--- src/rtl/game_judge.sv ---
// Round referee: FSM, per-second countdown, catch debounce and cheese count -> 2-bit gameover code.
// Result registers one cycle after the deciding input; no backpressure, every input is acted on when sampled.
module game_judge #(
  parameter int FRAMES_PER_SEC = 60,
  parameter int ROUND_SECONDS  = 60,
  parameter int CHEESE_TARGET  = 5,
  parameter int CATCH_FRAMES   = 3,
  parameter int SPRITE_W       = 48,
  parameter int SPRITE_H       = 48
) (
  input  logic        clk,
  input  logic        rst,
  input  logic        reset,
  input  logic        start,
  input  logic        frame_tick,
  input  logic [11:0] tom_xpos,
  input  logic [11:0] tom_ypos,
  input  logic [11:0] jerry_xpos,
  input  logic [11:0] jerry_ypos,
  input  logic        cheese_got,
  output logic [1:0]  gameover,
  output logic [6:0]  time_left,
  output logic [3:0]  cheese_cnt,
  output logic        playing
);

  localparam logic [1:0] IDLE = 2'd0;
  localparam logic [1:0] PLAY = 2'd1;
  localparam logic [1:0] DONE = 2'd2;

  localparam int FW = (FRAMES_PER_SEC > 1) ? $clog2(FRAMES_PER_SEC) : 1;
  localparam logic [FW-1:0] FRAME_LAST  = FW'(FRAMES_PER_SEC - 1);
  localparam logic [6:0]    TIME_INIT   = 7'(ROUND_SECONDS);
  localparam logic [3:0]    CHEESE_GOAL = 4'(CHEESE_TARGET);
  localparam logic [3:0]    CATCH_GOAL  = 4'(CATCH_FRAMES);
  localparam logic [11:0]   OVL_W       = 12'(SPRITE_W);
  localparam logic [11:0]   OVL_H       = 12'(SPRITE_H);

  localparam logic [1:0] GO_NONE  = 2'b00;
  localparam logic [1:0] GO_TOM   = 2'b10;
  localparam logic [1:0] GO_JERRY = 2'b01;

  logic [1:0]    state;
  logic [FW-1:0] frame_cnt;
  logic [3:0]    catch_cnt;

  logic [11:0]   dx, dy;
  logic          overlap, frame_wrap, tom_win, jerry_win;
  logic [FW-1:0] frame_nxt;
  logic [6:0]    time_nxt;
  logic [3:0]    catch_nxt, cheese_nxt;

  always_comb begin
    dx         = (tom_xpos >= jerry_xpos) ? (tom_xpos - jerry_xpos) : (jerry_xpos - tom_xpos);
    dy         = (tom_ypos >= jerry_ypos) ? (tom_ypos - jerry_ypos) : (jerry_ypos - tom_ypos);
    overlap    = (dx < OVL_W) && (dy < OVL_H);
    frame_wrap = frame_tick && (frame_cnt == FRAME_LAST);

    frame_nxt = frame_cnt;
    if (frame_tick)
      frame_nxt = frame_wrap ? '0 : frame_cnt + 1'b1;

    time_nxt = time_left;
    if (frame_wrap && (time_left != 7'd0))
      time_nxt = time_left - 7'd1;

    catch_nxt = catch_cnt;
    if (frame_tick)
      catch_nxt = overlap ? catch_cnt + 4'd1 : 4'd0;

    cheese_nxt = cheese_cnt;
    if (cheese_got && (cheese_cnt != 4'hF))
      cheese_nxt = cheese_cnt + 4'd1;

    // Counters sit below their goals while in PLAY, so equality marks the deciding cycle.
    tom_win   = frame_tick && overlap && (catch_nxt == CATCH_GOAL);
    jerry_win = (time_nxt == 7'd0) || (cheese_nxt == CHEESE_GOAL);
  end

  always_ff @(posedge clk) begin
    if (rst || reset) begin
      state      <= IDLE;
      gameover   <= GO_NONE;
      time_left  <= TIME_INIT;
      cheese_cnt <= 4'd0;
      playing    <= 1'b0;
      frame_cnt  <= '0;
      catch_cnt  <= 4'd0;
    end else begin
      case (state)
        IDLE: begin
          if (start) begin
            state      <= PLAY;
            playing    <= 1'b1;
            time_left  <= TIME_INIT;
            cheese_cnt <= 4'd0;
            frame_cnt  <= '0;
            catch_cnt  <= 4'd0;
          end
        end
        PLAY: begin
          frame_cnt  <= frame_nxt;
          time_left  <= time_nxt;
          catch_cnt  <= catch_nxt;
          cheese_cnt <= cheese_nxt;
          if (tom_win) begin
            state    <= DONE;
            playing  <= 1'b0;
            gameover <= GO_TOM;
          end else if (jerry_win) begin
            state    <= DONE;
            playing  <= 1'b0;
            gameover <= GO_JERRY;
          end
        end
        DONE: ;
        default: begin
          state    <= IDLE;
          playing  <= 1'b0;
          gameover <= GO_NONE;
        end
      endcase
    end
  end

endmodule
--- config.mk ---
export PLATFORM = sky130hd
export DESIGN_NAME = game_judge
export DESIGN_NICKNAME = d
export VERILOG_FILES = /design/src/rtl/game_judge.sv
export SDC_FILE = /design/constraint.sdc
export NUM_CORES = 1
export LEC_CHECK = 0
export CORE_MARGIN = 2
export CORE_UTILIZATION = 30
export DETAILED_ROUTE_END_ITERATION = 10
export GPL_ROUTABILITY_DRIVEN = 1
export PLACE_DENSITY = 0.58
export SLEW_MARGIN = 30
export SYNTH_ARGS = -nofsm -noshare
export SYNTH_HDL_FRONTEND = slang
export SYNTH_SLANG_ARGS = --single-unit
--- constraint.sdc ---
create_clock -name clk -period 5.9 [get_ports clk]
set_input_delay 1.18 -clock clk [delete_from_list [all_inputs] [get_ports clk]]
set_output_delay 1.18 -clock clk [all_outputs]
set_load 0.01 [all_outputs]
==> results.ini <==
[run_status]
outcome=finished, final reports clean

[global_route]
grtUsageTotal=0.1354
busiest_layer=met2
met3_usage=0.01446
grt_pass1_wl_um=15010
grt_pass1_vias=3328
grt_max_degree=17
overflow=0
gr-usage-met2=0.2251
grtUsageMet1=0.1915
antenna_found_initial=0

[clock_tree]
clkTransAtPathRegs_ns=0.07
postCtsSetupBuffers=0
root_buffer=clkbuf_16
cts_buffers=3
cts_resized=0
clk_path_buf_depth=2
cts.sinks=25
htree_num_levels=1
insertion_delay_ns=0.26
cts_tree=built
holdBufCountCts=0

[sta]
period_share=0.7109
setup_viol=0
max_slew_margin=0.5945
period_needed_ns=4.194
rsz0062_at_grt=false
hold_viol_final=0
fmax_mhz=238.4
hold_ws_ns=0.5115
tns_ns=0
skew_ns=0.005670
max_slew.worst_pin.slew_ns=0.6076
setup_ws_ns=1.706
maxSlewViolCount=0

[drt]
ant_nets=0
vias=3469
route.detailed.drc=0
firstDrtPassIters=5
drt_wl_total_um=8604
wl_per_cell_um=13.02
avgViaCountPerCell=5.248
drtIter0Drc=167

[power_and_ir_drop]
p_total_mw=0.5946
power_density_nw_per_um2=136.0
ir_drop_mv=0.1173
p_leak_nw=1.836

[die]
chipHeight_um=112.7
pin_count=68
start_util=0.3092
die_w_um=112.7
core_area_um2=11470
rows=39
die_area_um2=12710

[layout]
drive_gt1_frac=0.05405
n_fill_cell=1192
area_growth_pct=23.32
nets=624
fin_area_um2=4373
fin_util=0.3813
n_antenna_cell=0
instances_no_fill=661

[synthesis]
syn_inst=465
ys_async_sr_fraction=0
yosysUniqueCellTypes=75
synth-edff-count=0
ys_ff_latch=25
avgSynthCellArea_um2=7.626
ys_seq_area_frac=0.1411
yosys_warnings=0
synth_ff_type=dfxtp_1
syn-num-nets=570
synth_area_um2=3546

[placement]
placed_cell_area_um2=4292
place.gp.congestion=0.8982
hpwlAfterDp_um=6893
io_buffers=67
place_ws_ns=1.408
place_inst=657

[run]
max_cap_viol_count=0

[hold_path]
hp-class=reg2reg
hold_start=catch_cnt[1]

[worst_setup_path]
required_ns=6.04
crit_path_max_fanout=11
crit_type=in2reg
arrival_ns=4.33
startpoint_type=primary input
reg2reg_from=frame_cnt[0]
crit_path_start=tom_xpos[7]
endpoint_kind=flop

## placed cells by master, fill, tap and decap left out, types with 7 or more instances in the layout
cell / count
a21o_1: 8
a21oi_1: 43
a31oi_1: 8
clkdlybuf4s50_1: 67
dfxtp_1: 25
ha_1: 51
inv_1: 58
mux2i_1: 9
nand2_1: 34
nand3_1: 12
nand4_1: 10
nor2_1: 34
nor3_1: 7
o21ai_0: 21
o21bai_1: 8
xnor2_1: 17
xor2_1: 8
## worst paths after layout
| kind | slack [ns] | endpoint | cells after the start |
|---|---|---|---|
| worst max-delay path | 1.71 | playing | 12 |
| worst min register to register | 0.51 | catch_cnt[1] | 2 |
| worst min-delay path | 0.51 | catch_cnt[1] | 2 |
| worst max register to register | 3.29 | gameover[1] | 9 |
## sequential cells by signal, summed over array words and instances (netlist names)
name / count
cheese_cnt: 4
catch_cnt: 4
frame_cnt: 6
playing: 1
gameover: 2
state: 1
time_left: 7
## logic make-up (layout without fill, tap and decap cells)
group | Yosys count | in the layout | share of synthesized area
compound gates | 144 | 144 | 0.2957
xor+xnor | 25 | 25 | 0.06175
fa+ha+maj | 51 | 51 | 0.1800
buf+inv | 76 | 129 | 0.09068
flops | 25 | 25 | 0.1411
mux | 10 | 10 | 0.02964
simple gates | 134 | 134 | 0.2011
## synthesized netlist by cell type, types with 3 or more instances
library cell   n  area, um^2
ha_1          51       638.1
nor2b_1        3       18.77
inv_1         58       217.7
nand4_1       10       62.56
o21ai_1        3       15.01
clkbuf_1       4       15.01
a211oi_1       6       45.04
a21oi_1       43       215.2
nor3_1         7       35.03
xnor2_1       17       148.9
nand3b_1       3       22.52
a31oi_1        8       50.05
nor3b_1        3       22.52
dfxtp_1       25       500.5
buf_4          3       22.52
buf_2          7       35.03
o21ai_0       21       105.1
nand3_1       12       60.06
and2_1         3       18.77
mux2i_1        9       90.09
o21a_1         3       22.52
nor4_1         4       25.02
nor2_1        35       131.4
nand2_1       34       127.6
a32oi_1        3       26.28
a21o_1         8       60.06
o21bai_1       8       60.06
nand2b_1       5       31.28
xor2_1         8       70.07
## report_power, final
part	switching (mW)	internal, mW	total (mW)
logic	0.145	0.124	0.270
clock network	0.0619	0.0925	0.154
registers	0.00117	0.169	0.171
## routing by layer
layer  up-vias  share of wire
li1       1769              -
met1      1602           0.50
met2        90           0.45
met3         8          0.046
met4         0          0.010
met5         -              0
## final cells by class
type	count	area, um^2	area share
clock buffer	4	78.83	0.01803
inverter	58	217.7	0.04979
multi-input combinational	364	2726	0.6235
sequential	25	500.5	0.1144
tap	143	178.9	0.04092
timing repair buffer	67	670.6	0.1534
## worst max-delay path, cell delays in order
cell	delay (ns)
clkdlybuf4s50_1	0.49
inv_1	0.05
ha_1	0.48
a21o_1	0.29
a31oi_4	0.16
o21ai_2	0.10
a41oi_4	0.26
mux2_4	0.33
nor4b_2	0.24
o2111a_1	0.45
a311o_1	0.24
a211oi_2	0.06
(Power assumes the default switching activity.)
